==> src/rtl/switch_pkg.sv <==
// Shared switch types: packet layout, header slicing and arbiter FSM states.
package switch_pkg;

   localparam int unsigned PKT_SIZE  = 16;
   localparam int unsigned NUM_PORTS = 4;
   localparam int unsigned HDR_W     = 8;
   localparam int unsigned IDX_W     = $clog2(NUM_PORTS);
   localparam int unsigned PORT_W    = 4;
   localparam int unsigned CNT_W     = 16;

   // Packet field positions
   localparam int unsigned SRC_MSB  = 15;
   localparam int unsigned SRC_LSB  = 12;
   localparam int unsigned TGT_MSB  = 11;
   localparam int unsigned TGT_LSB  = 8;
   localparam int unsigned DATA_MSB = 7;
   localparam int unsigned DATA_LSB = 0;

   // Header is the packet's upper byte: {source, target}
   localparam int unsigned HDR_TGT_LSB = TGT_LSB - TGT_LSB;

   typedef struct packed {
      logic [SRC_MSB-SRC_LSB:0]   src;
      logic [TGT_MSB-TGT_LSB:0]   tgt;
      logic [DATA_MSB-DATA_LSB:0] data;
   } pkt_t;

   typedef enum logic [1:0] {
      IDLE    = 2'd0,
      READ    = 2'd1,
      CAPTURE = 2'd2,
      HOLD    = 2'd3
   } arb_state_t;

   // Target port number carried in a head header
   function automatic logic [PORT_W-1:0] hdr_target(input logic [HDR_W-1:0] hdr);
      return hdr[HDR_TGT_LSB +: PORT_W];
   endfunction

endpackage

==> src/rtl/rr_arbiter.sv <==
// Round-robin pick among requesting inputs, starting after the last grant.
module rr_arbiter
   import switch_pkg::*;
(
   input  logic                 clk,
   input  logic                 rst,
   input  logic [NUM_PORTS-1:0] i_req,
   input  logic                 i_update,
   output logic [IDX_W-1:0]     o_grant_c,
   output logic                 o_grant_valid_c
);

   logic [IDX_W-1:0] r_last_grant;
   logic [IDX_W-1:0] w_cand;

   // Last-grant pointer; reset value gives port 0 first priority
   always_ff @(posedge clk) begin
      if (rst) begin
         r_last_grant <= IDX_W'(NUM_PORTS - 1);
      end else if (i_update) begin
         r_last_grant <= o_grant_c;
      end
   end

   // Search from last_grant+1 and take the first requester found
   always_comb begin
      o_grant_c       = '0;
      o_grant_valid_c = 1'b0;
      w_cand          = '0;
      for (int k = 1; k <= int'(NUM_PORTS); k++) begin
         w_cand = IDX_W'((int'(r_last_grant) + k) % int'(NUM_PORTS));
         if (!o_grant_valid_c && i_req[w_cand]) begin
            o_grant_c       = w_cand;
            o_grant_valid_c = 1'b1;
         end
      end
   end

endmodule

==> src/rtl/output_port_arbiter.sv <==
// Per-output-port reader: arbitrates input FIFO heads aimed at this port,
// pops one packet at a time and holds it on a valid/ready output.
module output_port_arbiter
   import switch_pkg::*;
#(
   parameter int unsigned PORT_ID = 0
) (
   input  logic                          clk,
   input  logic                          rst,
   input  logic [NUM_PORTS-1:0]          fifo_empty,
   input  logic [NUM_PORTS*HDR_W-1:0]    fifo_header,
   input  logic [NUM_PORTS*PKT_SIZE-1:0] fifo_data,
   output logic [NUM_PORTS-1:0]          fifo_rd_en,
   output logic [PKT_SIZE-1:0]           out_data,
   output logic                          out_valid,
   input  logic                          out_ready,
   output logic [CNT_W-1:0]              pkt_count
);

   arb_state_t           r_state;
   logic [IDX_W-1:0]     r_grant;
   logic [NUM_PORTS-1:0] r_rd_en;
   pkt_t                 r_out_data;
   logic                 r_out_valid;
   logic [CNT_W-1:0]     r_pkt_count;

   logic [NUM_PORTS-1:0] w_req;
   logic [IDX_W-1:0]     w_grant;
   logic                 w_grant_valid;
   logic                 w_update;
   logic                 w_hdr_unused;

   // Source nibbles of the headers are not needed for arbitration
   assign w_hdr_unused = ^fifo_header;

   // A FIFO requests when non-empty and its head targets this port
   always_comb begin
      w_req = '0;
      for (int i = 0; i < int'(NUM_PORTS); i++) begin
         w_req[i] = !fifo_empty[i] &&
                    (hdr_target(fifo_header[i*HDR_W +: HDR_W]) == PORT_W'(PORT_ID));
      end
   end

   assign w_update = (r_state == IDLE) && w_grant_valid;

   rr_arbiter u_rr_arbiter (
      .clk             (clk),
      .rst             (rst),
      .i_req           (w_req),
      .i_update        (w_update),
      .o_grant_c       (w_grant),
      .o_grant_valid_c (w_grant_valid)
   );

   // Packet FSM: grant, single-cycle pop, capture read data, hold until accepted
   always_ff @(posedge clk) begin
      if (rst) begin
         r_state     <= IDLE;
         r_grant     <= '0;
         r_rd_en     <= '0;
         r_out_data  <= '0;
         r_out_valid <= 1'b0;
         r_pkt_count <= '0;
      end else begin
         r_rd_en <= '0;
         case (r_state)
            IDLE: begin
               if (w_grant_valid) begin
                  r_grant          <= w_grant;
                  r_rd_en[w_grant] <= 1'b1;
                  r_state          <= READ;
               end
            end
            READ: begin
               r_state <= CAPTURE;
            end
            CAPTURE: begin
               r_out_data  <= pkt_t'(fifo_data[32'(r_grant)*PKT_SIZE +: PKT_SIZE]);
               r_out_valid <= 1'b1;
               r_state     <= HOLD;
            end
            HOLD: begin
               if (out_ready) begin
                  r_out_valid <= 1'b0;
                  r_pkt_count <= r_pkt_count + CNT_W'(1);
                  r_state     <= IDLE;
               end
            end
            default: begin
               r_state <= IDLE;
            end
         endcase
      end
   end

   assign fifo_rd_en = r_rd_en;
   assign out_data   = r_out_data;
   assign out_valid  = r_out_valid;
   assign pkt_count  = r_pkt_count;

endmodule
==> config.mk <==
export PLATFORM = sky130hd
export DESIGN_NAME = output_port_arbiter
export DESIGN_NICKNAME = d
export VERILOG_FILES = /design/src/rtl/switch_pkg.sv /design/src/rtl/rr_arbiter.sv /design/src/rtl/output_port_arbiter.sv
export SDC_FILE = /design/constraint.sdc
export NUM_CORES = 1
export LEC_CHECK = 0
export ABC_AREA = 1
export BUFFER_PORTS_ARGS = -buffer_cell sky130_fd_sc_hd__buf_2
export CAP_MARGIN = 40
export CELL_PAD_IN_SITES_DETAIL_PLACEMENT = 1
export CELL_PAD_IN_SITES_GLOBAL_PLACEMENT = 1
export CORE_MARGIN = 10
export CORE_UTILIZATION = 32
export CTS_CLUSTER_SIZE = 40
export DETAILED_ROUTE_END_ITERATION = 8
export PLACE_DENSITY_LB_ADDON = 0.1
export SYNTH_ARGS = -nofsm -noshare
export SYNTH_HDL_FRONTEND = slang
export SYNTH_SLANG_ARGS = --single-unit
==> constraint.sdc <==
create_clock -name clk -period 5.31 [get_ports clk]
set_input_delay 0 -clock clk [delete_from_list [all_inputs] [get_ports clk]]
set_output_delay 0 -clock clk [all_outputs]
set_load 0.05 [all_outputs]
==> impl_metrics.json, run 1 <==
{
  "status": "completed",
  "arrival_ns": 2.27,
  "static-leakage-power_nw": 1.75,
  "grt_util_all_layers": 0.141,
  "cts_setup_buffers": 0,
  "placementRows": 32,
  "core-area_um2": 7810,
  "nets": 602,
  "place_hpwl_um": 7150,
  "synthToLayoutAreaGrowth_pct": 32.6,
  "io_buffers": 123,
  "wl_per_cell_um": 14.7,
  "post-place-ws_ns": 3.23,
  "setup_slack_ns": 3.23,
  "cp-start-kind": "flip-flop",
  "tritoncts": "built",
  "cts_hold_buf": 0,
  "path_cells": "inv_2, nand4_1, nand2_1, nand2_1, nand2_1, nor2_8, nand3_1, nand2_1, nand2_1, nand2_1, nor2_1",
  "whs_ns": 0.0384,
  "syn_nets": 485,
  "final_antenna_net_count": 0,
  "final_hold_viol_count": 0,
  "vias": 2902,
  "ys_seq_area_frac": 0.332,
  "die_w_um": 110,
  "synthAdderAreaFrac": 0.0241,
  "ys_ff_latch": 43,
  "cts_resized": 0,
  "drtIter0Drc": 101,
  "cts.sinks": 43,
  "synthSimpleGateAreaFrac": 0.316,
  "setup_viol": 0,
  "cts_made_buffers": 5,
  "period_share": 0.392,
  "fmax_ghz": 0.480,
  "cts_root_buf": "clkbuf_8",
  "synthXorXnorAreaFrac": 0.00627,
  "synth_mux_area_frac": 0.0617,
  "wl_um": 8770,
  "crit_type": "flip-flop to flip-flop",
  "ios": 140,
  "start_util": 0.332,
  "yosys_warnings": 0,
  "viasPerCell": 4.85,
  "crit_fanout": 13,
  "synthCells": 377,
  "cp_common_cell": "nand2_1",
  "antenna_found_initial": 0,
  "fillers": 1062,
  "syn_area_um2": 2590,
  "grt_max_degree": 35,
  "rsz0062_at_grt": "false",
  "drv_slew": 0,
  "grt-ovfl-total": 0,
  "cpPeakStageDelay_ns": 0.68,
  "clk_pin_slew_ns": 0.09,
  "cpMaxStageDelayCell": "dfxtp_1",
  "synth_cell_types": 30,
  "grt_pass1_wl_um": 14100,
  "cts.path.max_buffers": 2,
  "maxSlewHeadroom": 0.627,
  "ir_drop_mv": 0.175,
  "maxCapViolCount": 0,
  "drive_above_1_share": 0.307,
  "synth_compound_area_frac": 0.168,
  "clock_latency_ns": 0.29,
  "avgSynthCellArea_um2": 6.88,
  "utilization": 0.440,
  "grt_pass1_vias": 2982,
  "worstMarginPinSlew_ns": 0.559,
  "first_pass_iters": 4,
  "power_density_nw_per_um2": 431,
  "drc_errors": 0,
  "tns_ns": 0,
  "fin_skew_ns": 0.0147,
  "required_ns": 5.50,
  "dieArea_um2": 12100,
  "fp.dieH_um": 110,
  "h-tree-depth": 2,
  "place_congestion": 0.820,
  "post-route-min-period_ns": 2.08,
  "synth_top_family_by_area": "simple AND/OR/NAND/NOR gates",
  "total_power_mw": 1.48,
  "cp-end-kind": "flip-flop",
  "min_path_type": "input pin to flip-flop"
}
==> worst paths after layout <==
path / startpoint / end / slack (ns) / cells after the start
max reg2reg: u_rr_arbiter.r_last_grant[0]$_SDFFE_PP1P_ / fifo_rd_en[2]$_SDFF_PP0_ / 3.23 / 11
min: rst / pkt_count[14]$_SDFFE_PP0P_ / 0.04 / 2
min reg2reg: pkt_count[15]$_SDFFE_PP0P_ / pkt_count[15]$_SDFFE_PP0P_ / 0.47 / 2
max: u_rr_arbiter.r_last_grant[0]$_SDFFE_PP1P_ / fifo_rd_en[2]$_SDFF_PP0_ / 3.23 / 11
==> state kept, by name (all words and copies together) (netlist names) <==
name,flops
u_rr_arbiter.r_last_grant,2
out_valid,1
fifo_rd_en,4
r_grant,2
pkt_count,16
r_state,2
out_data,16
==> metal layers <==
layer,GRT usage,part of all wire
met5,0,0
met3,0.0412,0.062
met2,0.255,0.54
met1,0.162,0.39
met4,0.0232,0.0029
==> area by class of cell <==
type                    instances  area [µm²]  share of cell area
clock buffers                   7        86.3              0.0251
flip-flops and latches         43         861               0.250
clock inverters                 1        8.76             0.00255
inverters                      46         173              0.0502
multi-input cells             271        1490               0.434
repair buffers                127         686               0.199
well taps                     102         128              0.0371
diodes                          1        2.50            0.000728
==> synth_stat cells <==
cell type / n / share of area
inv_2: 3 / 0.0043
nor3_1: 5 / 0.0096
nor2_4: 1 / 0.0043
nand2_1: 49 / 0.071
nand3_2: 3 / 0.012
nor4_1: 1 / 0.0024
buf_2: 2 / 0.0039
o21ai_0: 28 / 0.054
a211oi_1: 1 / 0.0029
nand3_1: 31 / 0.060
ha_1: 5 / 0.024
mux2i_1: 16 / 0.062
nand4_1: 9 / 0.022
a21boi_0: 1 / 0.0029
nand4_2: 1 / 0.0048
o21ai_1: 10 / 0.019
xor2_2: 1 / 0.0063
nand2_4: 2 / 0.0087
nor3_2: 1 / 0.0039
nand3b_1: 1 / 0.0029
dfxtp_1: 43 / 0.33
clkbuf_1: 15 / 0.022
nor2_1: 66 / 0.096
a21oi_1: 15 / 0.029
inv_1: 43 / 0.062
nand2_2: 3 / 0.0072
o221ai_1: 16 / 0.054
nor2_2: 2 / 0.0048
o21a_1: 2 / 0.0058
nor2_8: 1 / 0.0077
==> where the power goes <==
group / internal [mW] / total, mW / switching, mW / leakage, nW
combinational: 0.261 / 0.815 / 0.554 / 1.35
sequential: 0.388 / 0.443 / 0.0555 / 0.350
clock: 0.107 / 0.222 / 0.115 / 0.0484
==> cell usage in the layout (no fill, tap or decap), types with 5 or more instances in the layout <==
master / count
nand2_1: 49
dfxtp_1: 43
nand4_1: 9
inv_1: 43
mux2i_1: 16
ha_1: 5
nand3_1: 31
o221ai_1: 16
o21ai_0: 28
nor3_1: 5
a21oi_1: 15
o21ai_1: 10
clkbuf_8: 6
nor2_1: 66
buf_2: 123
==> critical path: cells and delay by family (launching register included) <==
| kind | cells | cell delay [ns] |
|---|---|---|
| buffers and inverters | 1 | 0.21 |
| DFF | 1 | 0.68 |
| and+or+nand+nor | 10 | 1.08 |
==> cell families (layout without fill, tap and decap cells) <==
| logic type | Yosys count | after routing |
|---|---|---|
| compound gates | 73 | 73 |
| xor+xnor | 1 | 1 |
| fa+ha+maj | 5 | 5 |
| buf+inv | 63 | 181 |
| flops | 43 | 43 |
| mux | 16 | 16 |
| other cells | 0 | 1 |
| simple gates | 176 | 176 |
==> stage by stage <==
| step | instance area, µm² | std cells |
|---|---|---|
| 6_report | 3440 | 598 |
| 5_1_grt | 3440 | 597 |
| 4_1_cts | 3440 | 597 |
| 3_5_place_dp | 3340 | 589 |
| 3_3_place_gp | 3290 | 587 |
| 2_1_floorplan | 2590 | 377 |
Note: power is estimated with default switching activity, not from simulation.
==> run 2: changes to the inputs <==
- CORE_UTILIZATION: 32 -> 30
- clock period: 5.31 -> 1.96 ns (I/O delays scaled with it)
==> impl_metrics.json, run 2 (synthesized netlist as in run 1, its figures left out) <==
{
  "place_congestion": 0.816,
  "dieArea_um2": 12800,
  "min_path_type": "input pin to flip-flop",
  "die_w_um": 113,
  "placementRows": 33,
  "synthToLayoutAreaGrowth_pct": 38.2,
  "wl_per_cell_um": 14.6,
  "post-place-cells": 596,
  "drv_slew": 0,
  "antenna-diode-count": 0,
  "clk_pin_slew_ns": 0.09,
  "cts.sinks": 43,
  "ios": 140,
  "tns_ns": 0,
  "cts_hold_buf": 0,
  "vias": 2925,
  "antenna_found_initial": 0,
  "place_hpwl_um": 7010,
  "grt_pass1_wl_um": 14200,
  "cp-start-kind": "flip-flop",
  "required_ns": 2.19,
  "wl_um": 8890,
  "grt_util_all_layers": 0.130,
  "worstMarginPinSlew_ns": 0.560,
  "setup_viol": 0,
  "drive_above_1_share": 0.353,
  "cpPeakStageDelay_ns": 0.52,
  "grt-ovfl-total": 0,
  "start_util": 0.313,
  "cp-end-kind": "flip-flop",
  "drc_errors": 0,
  "final_hold_viol_count": 0,
  "tritoncts": "built",
  "first_pass_iters": 4,
  "cpMaxStageDelayCell": "dfxtp_1",
  "period_share": 0.901,
  "maxCapViolCount": 0,
  "clock_latency_ns": 0.29,
  "cp_common_cell": "nand2_1",
  "core-area_um2": 8300,
  "critPathTopFamily": "simple AND/OR/NAND/NOR gates",
  "cp_num_buf_inv": 1,
  "fin_cells": 609,
  "utilization": 0.432,
  "fp.dieH_um": 113,
  "maxSlewHeadroom": 0.626,
  "layout_common_cells": "buf_2 (123), nor2_1 (62), nand2_1 (46)",
  "whs_ns": 0.0547,
  "multi_input_area_um2": 1590,
  "grt_pass1_vias": 3033,
  "cts_made_buffers": 5,
  "status": "completed",
  "regArea_um2": 867,
  "power_density_nw_per_um2": 1150,
  "viasPerCell": 4.80,
  "post-route-min-period_ns": 1.77,
  "drtIter0Drc": 82,
  "final_antenna_net_count": 0,
  "crit_fanout": 6,
  "path_cells": "xor2_2, inv_2, nand3_1, nand2_1, a21oi_1, nand2_1, nand2_1, nand2_1, nor2_1",
  "arrival_ns": 1.99,
  "cts_root_buf": "clkbuf_8",
  "h-tree-depth": 2,
  "fillers": 1110,
  "io_buffers": 123,
  "fin_skew_ns": 0.00493,
  "nets": 611,
  "post-place-ws_ns": -0.0000818,
  "cts.path.max_buffers": 2,
  "grt_max_degree": 34,
  "static-leakage-power_nw": 1.83,
  "final_common_cell": "buf_2",
  "setup_slack_ns": 0.194,
  "ir_drop_mv": 0.569,
  "fmax_ghz": 0.566,
  "crit_type": "flip-flop to flip-flop"
}
run 2: worst reg2reg max path: cells and delay by family, from the launching register on:
kind                      cells  cell delay [ns]
DFF                           1             0.52
xor gates and xnor gates      1             0.28
and+or+nand+nor               6             0.61
buffers and inverters         1             0.10
AOI/OAI and AO/OA             1             0.20
run 2: worst paths after layout:
path / startpoint / to / slack, ns / depth (start not counted)
hold reg to reg: pkt_count[15]$_SDFFE_PP0P_ / pkt_count[15]$_SDFFE_PP0P_ / 0.47 / 2
hold / removal: rst / pkt_count[14]$_SDFFE_PP0P_ / 0.05 / 2
setup reg to reg: u_rr_arbiter.r_last_grant[1]$_SDFFE_PP1P_ / fifo_rd_en[0]$_SDFF_PP0_ / 0.19 / 9
setup / recovery: u_rr_arbiter.r_last_grant[1]$_SDFFE_PP1P_ / fifo_rd_en[0]$_SDFF_PP0_ / 0.19 / 9
run 2: layer usage:
metal	track usage	routed length, µm	vias to the layer above
met4	0.0254	58	0
li1	-	-	1519
met1	0.142	3660	1352
met2	0.241	4700	49
met5	0	0	-
met3	0.0396	472	5
run 2: timing repair:
action                                  4_1_cts  5_1_grt
endpoints found under the setup margin        3       13
pin swaps                                     0        4
setup buffers                                 0        5
resized for setup                             1       22
run 2: cell type report:
type,instances,area share
clock buffers,5,0.0192
clock inverters,3,0.0122
inverters,46,0.0482
multi-input cells,271,0.443
flip-flops and latches,43,0.242
well taps,105,0.0367
repair buffers,136,0.199
run 2: where the power goes:
group | switching, mW | leakage [nW] | internal, mW | total (mW)
logic | 1.53 | 1.42 | 0.708 | 2.24
clock network | 0.314 | 0.0581 | 0.380 | 0.694
registers | 0.119 | 0.351 | 1.06 | 1.18
total | 1.97 | 1.83 | 2.14 | 4.11
run 2: stage by stage:
step	cell area [µm²]	power (mW)
detailed placement	3340	3.44
CTS	3450	4.15
floorplan	2600	2.87
finish	3580	4.11
global placement	3340	3.40
global route	3580	4.46
==> run 3: changes to the inputs <==
- RECOVER_POWER: unset -> 50
==> impl_metrics.json, run 3 (synthesized netlist as in run 1, its figures left out) <==
{
  "switching_power_mw": 1.97,
  "core-area_um2": 8300,
  "p_sw_frac": 0.482,
  "setup_slack_ns": 0.201,
  "place_area_um2": 3340,
  "clock_latency_ns": 0.29,
  "post-route-min-period_ns": 1.76,
  "final_common_cell": "buf_2",
  "status": "completed",
  "grt-ovfl-total": 0,
  "fin_skew_ns": 0.00665,
  "cts_hold_buf": 0,
  "grt_pass1_wl_um": 14200,
  "tritoncts": "built",
  "static-leakage-power_nw": 1.67,
  "cts.sinks": 43,
  "p_comb_frac": 0.540,
  "final_antenna_net_count": 0,
  "grt_pass1_vias": 3033,
  "layout_common_cells": "buf_2 (86), nor2_1 (62), nand2_1 (46)",
  "antenna_found_initial": 0,
  "power_density_nw_per_um2": 1150,
  "setup_viol": 0,
  "clkPwrFrac": 0.170,
  "wl_um": 8880,
  "cp-start-kind": "flip-flop",
  "arrival_ns": 1.98,
  "wl_per_cell_um": 14.6,
  "cts.path.max_buffers": 2,
  "drv_slew": 0,
  "die_w_um": 113,
  "cts_root_buf": "clkbuf_8",
  "required_ns": 2.18,
  "fp.dieH_um": 113,
  "crit_fanout": 6,
  "whs_ns": 0.0547,
  "worstMarginPinSlew_ns": 0.652,
  "crit_type": "flip-flop to flip-flop",
  "viasPerCell": 4.80,
  "ir_drop_mv": 0.556,
  "drive_above_1_share": 0.280,
  "cp-end-kind": "flip-flop",
  "place_congestion": 0.816,
  "start_util": 0.313,
  "maxSlewHeadroom": 0.567,
  "drc_errors": 0,
  "io_buffers": 123,
  "maxCapViolCount": 0,
  "period_share": 0.898,
  "placementRows": 33,
  "place_hpwl_um": 7010,
  "fin_area_um2": 3540,
  "ios": 140,
  "seqPwrFrac": 0.290,
  "reg2reg_slack_ns": 0.20,
  "vias": 2924,
  "grt_util_all_layers": 0.130,
  "synthToLayoutAreaGrowth_pct": 36.4,
  "grt_max_degree": 34,
  "drtIter0Drc": 92,
  "dieArea_um2": 12800,
  "h-tree-depth": 2,
  "nets": 611,
  "fmax_ghz": 0.568,
  "cts_made_buffers": 5,
  "first_pass_iters": 4,
  "post-place-ws_ns": -0.0000818,
  "intPower_mw": 2.11,
  "min_path_type": "input pin to flip-flop",
  "tns_ns": 0,
  "antenna-diode-count": 0,
  "final_hold_viol_count": 0,
  "clk_pin_slew_ns": 0.09
}
[run 3: worst max-delay path, stage by stage (launching register included)]
cell     delay [ns]
dfxtp_1        0.52
xor2_2         0.27
inv_2          0.10
nand3_1        0.10
nand2_1        0.13
a21oi_1        0.20
nand2_1        0.09
nand2_1        0.12
nand2_1        0.07
nor2_1         0.09
[run 3: worst paths after layout]
kind / cells past startpoint / from / to
min reg2reg: 2 / pkt_count[15]$_SDFFE_PP0P_ / pkt_count[15]$_SDFFE_PP0P_
max reg2reg: 9 / u_rr_arbiter.r_last_grant[1]$_SDFFE_PP1P_ / fifo_rd_en[0]$_SDFF_PP0_
max: 9 / u_rr_arbiter.r_last_grant[1]$_SDFFE_PP1P_ / fifo_rd_en[0]$_SDFF_PP0_
min: 2 / rst / pkt_count[14]$_SDFFE_PP0P_
[run 3: power groups by stage]
stage,sequential [mW],clock (mW),combinational (mW)
floorplan,1.62,0,1.25
global placement,1.18,0,2.22
detailed placement,1.18,0,2.25
CTS,1.16,0.723,2.26
global route,1.20,0.759,2.47
finish,1.18,0.693,2.20
[run 3: layout make-up]
cell class	count	area, µm²
multi-input combinational	271	1590
inverter	46	173
sequential	43	867
clock inverter	3	43.8
fill	1130	4760
timing repair buffer	136	667
clock buffer	5	68.8
tap	105	131
[run 3: metrics by stage]
step / util / std cells / power (mW)
final: 0.426 / 609 / 4.07
after global routing: 0.426 / 609 / 4.43
after CTS: 0.416 / 604 / 4.15
after detailed placement: 0.402 / 596 / 3.44
after global placement: 0.402 / 596 / 3.40
after floorplan: - / 377 / 2.87
[run 3: repair_timing]
| item | in CTS | in global routing |
|---|---|---|
| setup endpoints to repair | 3 | 13 |
| resized for setup | 1 | 22 |
| pin swaps | 0 | 4 |
| buffers inserted | 0 | 5 |
[run 3: layer usage]
layer / global-route usage / share of wire / wire (µm)
met5: 0 / 0 / 0
met2: 0.241 / 0.53 / 4700
met4: 0.0254 / 0.0065 / 58
met1: 0.142 / 0.42 / 3720
met3: 0.0396 / 0.045 / 400
